<file path="src/rtl/blink_pkg.sv">
// Shared constants and step decode for the lab3 blinker rate control.
package blink_pkg;

  localparam int unsigned RATE_W           = 4;
  localparam int unsigned BEAT_DIV_DEFAULT = 32;

  localparam logic [RATE_W-1:0] RATE_FASTEST = 4'b0001;
  localparam logic [RATE_W-1:0] RATE_DEFAULT = 4'b0100;
  localparam logic [RATE_W-1:0] RATE_SLOWEST = 4'b1000;

  typedef enum logic [1:0] {
    STEP_NONE   = 2'd0,
    STEP_FASTER = 2'd1,
    STEP_SLOWER = 2'd2
  } step_e;

  // Opposing presses on the same edge cancel out.
  function automatic step_e decode_step(input logic press_f, input logic press_s);
    step_e s;
    s = STEP_NONE;
    if (press_f && !press_s) s = STEP_FASTER;
    if (press_s && !press_f) s = STEP_SLOWER;
    return s;
  endfunction

endpackage

</file>
<file path="src/rtl/button_pulse.sv">
// Rising-edge detector for a synchronized button level; one pulse per press.
module button_pulse (
  input  logic clk,
  input  logic rst,
  input  logic level,
  output logic pulse
);

  logic level_q;

  // History resets high so a button held through reset is not seen as a press.
  always_ff @(posedge clk) begin
    if (rst) level_q <= 1'b1;
    else     level_q <= level;
  end

  assign pulse = level & ~level_q;

endmodule

</file>
<file path="src/rtl/blink_rate_ctrl.sv">
// Button-driven one-hot rate register plus the count_en beat prescaler.
module blink_rate_ctrl
  import blink_pkg::*;
#(
  parameter int unsigned      WIDTH     = RATE_W,
  parameter logic [WIDTH-1:0] RESET_VAL = WIDTH'(RATE_DEFAULT),
  parameter int unsigned      BEAT_DIV  = BEAT_DIV_DEFAULT
) (
  input  logic             clk,
  input  logic             rst,
  input  logic             run,
  input  logic             faster,
  input  logic             slower,
  output logic [WIDTH-1:0] load_value,
  output logic             count_en,
  output logic             changed
);

  localparam int unsigned      CNT_W    = (BEAT_DIV > 1) ? $clog2(BEAT_DIV) : 1;
  localparam logic [CNT_W-1:0] CNT_LAST = CNT_W'(BEAT_DIV - 1);

  logic             press_f;
  logic             press_s;
  step_e            step_c;
  logic [WIDTH-1:0] load_nxt;
  logic             upd;
  logic [CNT_W-1:0] cnt;

  button_pulse u_faster (
    .clk   (clk),
    .rst   (rst),
    .level (faster),
    .pulse (press_f)
  );

  button_pulse u_slower (
    .clk   (clk),
    .rst   (rst),
    .level (slower),
    .pulse (press_s)
  );

  // Saturating one-hot step; a step into the rail leaves the value untouched.
  always_comb begin
    step_c   = decode_step(press_f, press_s);
    load_nxt = load_value;
    case (step_c)
      STEP_FASTER: if (!load_value[0])       load_nxt = load_value >> 1;
      STEP_SLOWER: if (!load_value[WIDTH-1]) load_nxt = load_value << 1;
      default:     load_nxt = load_value;
    endcase
    upd = (load_nxt != load_value);
  end

  // A rate change restarts the beat so the new rate begins with a full period.
  always_ff @(posedge clk) begin
    if (rst) begin
      load_value <= RESET_VAL;
      changed    <= 1'b0;
      cnt        <= '0;
    end else begin
      load_value <= load_nxt;
      changed    <= upd;
      if (upd)
        cnt <= '0;
      else if (run)
        cnt <= (cnt == CNT_LAST) ? '0 : cnt + CNT_W'(1);
    end
  end

  assign count_en = run & (cnt == CNT_LAST);

endmodule

</file>
<file path="config.mk">
export PLATFORM = sky130hd
export DESIGN_NAME = blink_rate_ctrl
export DESIGN_NICKNAME = d
export VERILOG_FILES = /design/src/rtl/blink_pkg.sv /design/src/rtl/button_pulse.sv /design/src/rtl/blink_rate_ctrl.sv
export SDC_FILE = /design/constraint.sdc
export NUM_CORES = 1
export LEC_CHECK = 0
export ABC_CLOCK_PERIOD_IN_PS = 4350
export CAP_MARGIN = 20
export CORE_MARGIN = 1.5
export CORE_UTILIZATION = 45
export CTS_CLUSTER_SIZE = 12
export DETAILED_ROUTE_END_ITERATION = 12
export PLACE_DENSITY = 0.7
export SLEW_MARGIN = 25
export SYNTH_ARGS = -nofsm -noshare
export SYNTH_HDL_FRONTEND = slang
export SYNTH_SLANG_ARGS = --single-unit
</file>
<file path="constraint.sdc">
create_clock -name clk -period 4.35 [get_ports clk]
set_clock_uncertainty 0.15 [all_clocks]
set_input_delay 1.305 -clock clk [delete_from_list [all_inputs] [get_ports clk]]
set_output_delay 1.305 -clock clk [all_outputs]
set_load 0.005 [all_outputs]
</file>
---- Yosys cells after proc, flatten, opt, wreduce, memory -nomap -nowiden ----
Index checks and enable logic that the tools add are counted.
storage, ports and cells
  output and inout port bits .............. 6
  bits of input ports ..................... 5
  word-level logic and storage cells ...... 26
  flip-flop bits (word level) ............. 12
operators by class
  equal/unequal tests ..................... 4
  reduce and logical (&&, ||, !) cells .... 5
  add/subtract/negate cells ............... 1
  mux-type cells .......................... 6
  bitwise logic cells ..................... 5
operator list
  kind                                                                    count
  4-bit two-way mux                                                       2
  4-bit one-hot mux with 2 select lines                                   1
  5-bit by 1-bit adder with 5-bit output (second input constant)          1
  5-bit equality test (second input constant)                             1
  5-bit two-way mux                                                       1
  4-bit inequality test                                                   1
  1-bit bitwise AND                                                       3
  2-bit by 1-bit equality test with 1-bit output (second input constant)  1
  2-bit equality test (second input constant)                             1
  1-bit logical AND                                                       2
  1-bit zero test                                                         2
  2-bit two-way mux                                                       1
  1-bit inverter                                                          2
  2-bit OR reduction                                                      1
  1-bit two-way mux                                                       1

---- Longest topological paths before layout ----
Gate-level depths: netlist of the first run.
  word-level depth ........................ 10
  gate-level depth with buffers ........... 7
  gate-level depth less buffers ........... 7

---- Cells and area by module ----
From an unflattened synthesis of the first run, not the netlist that was laid out.
second synthesis, totals
  cells, all modules ...................... 98
  area, all modules ....................... 858.3 µm²
modules (own cells, without submodules)
  module           seq. area each (µm²)  cells each  times used  area an instance (µm²)
  blink_rate_ctrl  200.2                 92          1           793.3
  button_pulse     20.0                  3           2           32.5

---- Worst setup path before layout of the first run ----
No wires, ideal clock.
  kind .................................... input port to output port
  from .................................... in run
  to ...................................... out count_en
  data arrival time ....................... 1605 ps
  buffers on the path ..................... 1
  data required time ...................... 2895 ps
  setup slack ............................. 1290 ps
  stages .................................. 2
  cell sequence ........................... buf_2 and2_1
on the way
  cells in the longest elaborated chain, start to end .. 1
ends and longest elaborated chain
  element            RTL line               RTL
  from (decl)        blink_rate_ctrl.sv:11  input logic run,
  1-bit bitwise AND  blink_rate_ctrl.sv:71  assign count_en = run & (cnt == CNT_LAST);
  to (decl)          blink_rate_ctrl.sv:15  output logic count_en,
No other way between the ends.

---- Worst setup path in the final report of the first run ----
Ends and elaborated chain as after synthesis.

==> results.cfg, run 1 <==
[run_status]
status = completed

[power]
power_frac_comb_pct = 12.9
vdd.ir_drop.worst_mv = 0.2099
pwr-share-seq_pct = 48.6
p_per_area_nw_per_um2 = 276.5
swShare_pct = 25.15
leakage_nw = 0.3539
clock_power_share_pct = 38.4
p_switching_mw = 0.06108
p_int_mw = 0.1818

[yosys]
muxShareOfSynthArea_pct = 2.712
synth.largest_area_cell = dfxtp_1
synth_fa_ha_area_share_pct = 6.780
yosysWarnings = 0
avgSynthCellArea_sq_um = 8.389
ys_seq_elements = 12
synthArstFlopShare_pct = 0
synth_edf_count = 0
synth_compound_area_share_pct = 19.15
synthesis.nets = 97
seq_area_frac_synth_pct = 32.54
synth_flop_cell = dfxtp_1
synth_top_area_share_pct = 32.54
synth_area_leaders = dfxtp_1, ha_1, and4_1, a21oi_1, o21ai_0
synth.most_common_cell = dfxtp_1
synth-simple-area-share_pct = 33.05
synthTopCellsByCount = dfxtp_1, a21oi_1, o21ai_0
synth-xor-area-share_pct = 0
synth_top_family_by_area = simple AND/OR/NAND/NOR gates
syn_inst = 88
synth_area_sq_um = 738.2
ys_types = 30

[critical_path]
worstPathRequired_ns = 2.89
worstSetupPathType = in -> out
crit_start = run
r2r_start = u_slower.level_q
cp-endpoint = count_en
start_kind = input pin
worst_ep_arrival_time_ns = 2.40
r2r_cells = 7
r2r-end = cnt[3]
ff2ff_setup_slack_ns = 2.38
cp_max_fo = 2
cp-end-kind = output port

[routing]
postRouteAntennaNets = 0
routedWlPerCell_um = 13.23
first_pass_iters = 5
drtIter0Drc = 17
drcViolationCount = 0
vias_per_cell = 5.913
via_count = 680
routed_wl_mm = 1.522

[cts]
cts_hold_buffers = 0
clockBufferDepth = 2
path_clk_slew_ns = 0.08
cts_buffers = 3
clk_latency_ns = 0.29
cts_sinks = 12
post_cts_resized = 0
cts_root_buf = clkbuf_4
cts_tree = built
cts_max_level = 1
postCtsSetupBuffers = 0

[global_routing]
antenna_found_initial = 0
grt_first_pass_wirelength_mm = 2.704
grt_pass1_vias = 627
grtUsageTotal_pct = 19.02
grt-ovfl-total = 0
grt_max_degree = 13

[floorplan]
ios = 11
start_util_pct = 48.44
dieArea_sq_um = 1892
rows = 14
die_w_um = 43.50
coreArea_sq_um = 1524
fp.dieH_um = 43.50

[finish]
final_util_pct = 57.64
fillCellCount = 145
area.sequential_sq_um = 240.2
multi_input_area_sq_um = 455.4
drive_gt1_share_pct = 9.091
syn_to_final_growth_pct = 18.98
nNetsFinal = 109
layout.cells.non_filler = 115
n_antenna_cell = 0

[sta]
worst_slack_ns = 0.4947
worst_slew_pin_slew_ns = 0.4205
drv_slew = 0
max_freq_mhz = 259.4
fin_crit_sh_pct = 88.63
post-route-min-period_ns = 3.855
relSlewSlack_pct = 71.88
rsz0062_at_grt = no
hold_ws_ns = 0.4389
fin_tns_setup_ns = 0
setup_viol = 0
final-hold-violation-count = 0

[placed_design]
placedCellCount = 111
dp_slack_ns = 0.4926
numPortBuffers = 10
dp_hpwl_mm = 1.051
gp_congestion = 0.8202

[worst_hold_path]
hold_path_class = reg -> reg

[run]
drv_cap = 0
[per-layer routing]
metal | up-vias | GRT usage [%] | routed length (um)
met3 | 4 | 3.750 | 87
met4 | 0 | 9.091 | 26
met5 | - | 0 | 0
li1 | 339 | - | -
met2 | 28 | 29.85 | 703
met1 | 309 | 25.06 | 704
[cell usage in the layout (no fill, tap or decap)]
| cell | n |
|---|---|
| nor2b_1 | 4 |
| o22ai_1 | 1 |
| clkbuf_4 | 3 |
| a31oi_1 | 1 |
| nand4_1 | 3 |
| dfxtp_1 | 12 |
| o21ai_0 | 7 |
| a22oi_1 | 1 |
| and2_1 | 1 |
| and4_1 | 5 |
| nor2_1 | 6 |
| ha_1 | 4 |
| a2111oi_2 | 1 |
| or2_2 | 2 |
| nand2b_1 | 5 |
| buf_4 | 1 |
| clkbuf_8 | 1 |
| inv_1 | 5 |
| a21oi_1 | 7 |
| clkdlybuf4s50_1 | 10 |
| nor4bb_1 | 1 |
| and3b_1 | 3 |
| a2bb2oi_1 | 1 |
| nand3b_1 | 2 |
| and3_1 | 1 |
| mux2i_1 | 2 |
| a21o_1 | 1 |
| nor3b_1 | 1 |
| nand2_1 | 5 |
| o211ai_1 | 1 |
| a211oi_2 | 1 |
[kinds of logic (layout without fill, tap and decap cells)]
| group | Yosys count | in the layout |
|---|---|---|
| AO/OA/AOI/OAI | 22 | 22 |
| adder cells (fa/ha/maj) | 4 | 4 |
| buffers and inverters | 9 | 20 |
| flip-flops | 12 | 12 |
| multiplexers | 2 | 2 |
| AND/OR/NAND/NOR | 39 | 39 |
[through the flow]
stage / total power, mW / cell area (sq um)
after global routing: 0.2528 / 878.3
after detailed placement: 0.1518 / 842.1
after CTS: 0.2431 / 878.3
after global placement: 0.1512 / 842.1
after floorplan: 0.1398 / 738.2
final: 0.2428 / 878.3
[area by class of cell]
type	instances	share of cell area (%)
Clock buffer	4	4.131
Tap cell	16	2.279
Sequential cell	12	27.35
Inverter	5	2.137
Timing Repair Buffer	11	12.25
Multi-Input combinational cell	67	51.85
[flip-flops by register name, summed over array words and instances (netlist names)]
signal and cells:
changed 1, cnt 5, load_value 4, u_faster.level_q 1
u_slower.level_q 1
[critical path, cell delays in order]
cell             delay (ns)
clkdlybuf4s50_1        0.47
and2_1                 0.13
clkdlybuf4s50_1        0.49
[worst min-delay path by stage]
stage | from | to | cells past startpoint
after floorplan | load_value[2] | load_value[2] | 2
after global placement | load_value[2] | load_value[2] | 2
after detailed placement | load_value[1] | load_value[1] | 2
after CTS | load_value[1] | load_value[1] | 2
after global routing | load_value[3] | load_value[3] | 2
final | load_value[1] | load_value[1] | 2
[power by group through the flow]
stage	Combinational (mW)	Sequential, mW	Clock [mW]
finish	0.0314	0.118	0.0933
global route	0.0351	0.119	0.0985
CTS	0.0315	0.118	0.0936
detailed placement	0.0312	0.121	0
global placement	0.0308	0.120	0
floorplan	0.0202	0.120	0
No activity file was read; power rests on OpenSTA's default activity.
==> run 2: changes to the inputs <==
--- a/config.mk
+++ b/config.mk
@@ -7,12 +7,15 @@
 export LEC_CHECK = 0
 export ABC_CLOCK_PERIOD_IN_PS = 4350
 export CAP_MARGIN = 20
+export CORE_ASPECT_RATIO = 1.4
 export CORE_MARGIN = 1.5
 export CORE_UTILIZATION = 45
+export CTS_BUF_LIST = sky130_fd_sc_hd__clkbuf_4
 export CTS_CLUSTER_SIZE = 12
 export DETAILED_ROUTE_END_ITERATION = 12
-export PLACE_DENSITY = 0.7
+export PLACE_DENSITY = 0.69
 export SLEW_MARGIN = 25
 export SYNTH_ARGS = -nofsm -noshare
 export SYNTH_HDL_FRONTEND = slang
+export SYNTH_HIERARCHICAL = 1
 export SYNTH_SLANG_ARGS = --single-unit
==> run 2 against run 1 <==
Sequential cell count unchanged; combinational power up 31%; final area grew 9.0%; critical path type unchanged; maximum frequency decreased by 1.6%; largest cell class unchanged; area after synthesis rose by 16%; largest power group unchanged; sequential power is 3% higher; first-iteration DRC count shrank 59%; non-clock buffer count fell by 1; critical endpoint unchanged; register-to-register slack lost 0.09 ns; core utilization is 3.8 points lower; cell count rose by 10%.
==> results.cfg, run 2 <==
[floorplan]
fp.dieH_um = 54.68
die_w_um = 39.91
ios = 11
coreArea_sq_um = 1779
dieArea_sq_um = 2182
start_util_pct = 48.24
rows = 18

[cts]
path_clk_slew_ns = 0.07
post_cts_resized = 0
cts_buffers = 3
cts_hold_buffers = 0
postCtsSetupBuffers = 0
cts_sinks = 12
cts_max_level = 1
clockBufferDepth = 2
cts_root_buf = clkbuf_4
cts_tree = built
clk_latency_ns = 0.27

[sta]
worst_slew_pin_slew_ns = 0.5567
fin_tns_setup_ns = 0
fin_crit_sh_pct = 90.10
post-route-min-period_ns = 3.919
final-hold-violation-count = 0
max_freq_mhz = 255.1
drv_slew = 0
relSlewSlack_pct = 62.58
setup_viol = 0
rsz0062_at_grt = no

[run]
drv_cap = 0

[finish]
drive_gt1_share_pct = 10.28
syn_to_final_growth_pct = 11.52
mostFrequentLayoutCells = dfxtp_1, clkdlybuf4s50_1, inv_1, o21ai_0, ha_1
nNetsFinal = 119
final_common_cell = dfxtp_1
fillCellCount = 177
top_regs = cnt x5, load_value x4
final_util_pct = 53.80
n_antenna_cell = 0
largest-register = cnt
largest_reg_flops = 5

[placed_design]
gp_congestion = 0.7188
dp_hpwl_mm = 1.198
numPortBuffers = 10

[critical_path]
crit_start = run
cp_slowest_cell = clkdlybuf4s50_1
cp_cell_sequence = clkdlybuf4s50_1 -> and2_1 -> clkdlybuf4s50_1
cpMostUsedCell = clkdlybuf4s50_1
cp_top_family = buffers and inverters
worstSetupPathType = in -> out
worst_ep_arrival_time_ns = 2.46
start_kind = input pin
worstPathRequired_ns = 2.89
r2r-end = cnt[3]
r2r_start = u_faster/level_q
cp_max_fo = 5
path_buf_inv = 2
cp-end-kind = output port
r2r_cells = 7
ff2ff_setup_slack_ns = 2.29
slowest_delay_ns = 0.53
cp.depth = 3

[routing]
drtIter0Drc = 7
routed_wl_mm = 1.587
drcViolationCount = 0
vias_per_cell = 5.717
routedWlPerCell_um = 12.50
postRouteAntennaNets = 0
first_pass_iters = 4
via_count = 726

[yosys]
synth_area_sq_um = 858.3
synth_edf_count = 0
synthArstFlopShare_pct = 0
seq_area_frac_synth_pct = 27.99
ys_seq_elements = 12
syn_inst = 98
synthesis.nets = 109
avgSynthCellArea_sq_um = 8.758
synth_top_area_share_pct = 27.99
synth.largest_area_cell = dfxtp_1
synth_area_leaders = dfxtp_1, ha_1, buf_6, o21ai_0, nor4_1
synth.most_common_cell = dfxtp_1
yosysWarnings = 6
ys_types = 36
synth_flop_cell = dfxtp_1
synthTopCellsByCount = dfxtp_1, inv_1, o21ai_0

[power]
p_per_area_nw_per_um2 = 243.3
vdd.ir_drop.worst_mv = 0.1495
leakage_nw = 0.3540

[global_routing]
grt_first_pass_wirelength_mm = 2.546
grt_max_degree = 16
grt_pass1_vias = 624
grt-ovfl-total = 0
grtUsageTotal_pct = 16.72
antenna_found_initial = 0

[worst_hold_path]
min_path_cells = 2
hold_start = cnt[4]
worstHoldEndpoint = cnt[4]
hold_path_class = reg -> reg

[run_status]
status = completed
-- run 2: changes by cell type in the layout (fill, tap and decap cells not counted), sizes merged, moves of 3 or more --
cell	previous run	this run
nor3	0	3
nand4	3	0
or2b	0	3
inv	5	8
a221oi	0	3
nor4	0	6
and4	5	0
nand2b	5	0
-- run 2: layer usage --
| layer | share of wire [%] | up-vias | GRT usage (%) |
|---|---|---|---|
| met4 | 1.3 | 0 | 6.897 |
| met5 | 0 | - | 0 |
| met1 | 47 | 331 | 20.65 |
| li1 | - | 380 | - |
| met2 | 50 | 11 | 27.96 |
| met3 | 1.6 | 4 | 2.439 |
-- run 2: power breakdown --
part	total (mW)	internal [mW]	leakage (nW)	switching (mW)
sequential	0.122	0.114	0.0981	0.00706
combinational	0.0411	0.0214	0.241	0.0197
clock	0.0703	0.0332	0.0154	0.0371
-- run 2: worst max path at each step --
stage	to
global placement	count_en
detailed placement	count_en
global route	count_en
CTS	count_en
floorplan	count_en
finish	count_en
-- run 2: through the flow --
| step | std cells | hold slack, ns | setup WS, ns | power, mW | cell area (sq um) |
|---|---|---|---|---|---|
| after floorplan | 98 | 0.3540 | 1.465 | 0.1545 | 858.3 |
| after detailed placement | 123 | 0.4008 | 0.4243 | 0.1658 | 930.9 |
| after global routing | 127 | 0.4504 | 0.3750 | 0.2467 | 957.2 |
| final | 127 | 0.3974 | 0.4306 | 0.2329 | 957.2 |
| after CTS | 127 | 0.4115 | 0.4265 | 0.2364 | 957.2 |
| after global placement | 123 | 0.3942 | 0.4338 | 0.1650 | 930.9 |
-- run 2: layout make-up --
cell class                      instances  area (sq um)  share of cell area, %
Multi-Input combinational cell         73         535.5                  55.95
Sequential cell                        12         240.2                  25.10
Timing Repair Buffer                   10         100.1                  10.46
Inverter                                8         30.03                  3.137
Tap cell                               20         25.02                  2.614
Clock buffer                            3         22.52                  2.353
Clock inverter                          1         3.754                 0.3922
-- run 2: cell families after synthesis --
family,synth area share [%]
muxes,3.790
adders and majority gates,8.746
AOI/OAI and AO/OA,24.78
buffers and inverters,9.621
and+or+nand+nor,25.07
DFF,27.99
-- run 2: worst min-delay path: stages (launching register included) --
cell and delay, ns:
dfxtp_1 0.32, mux2i_1 0.13, nor4_1 0.06
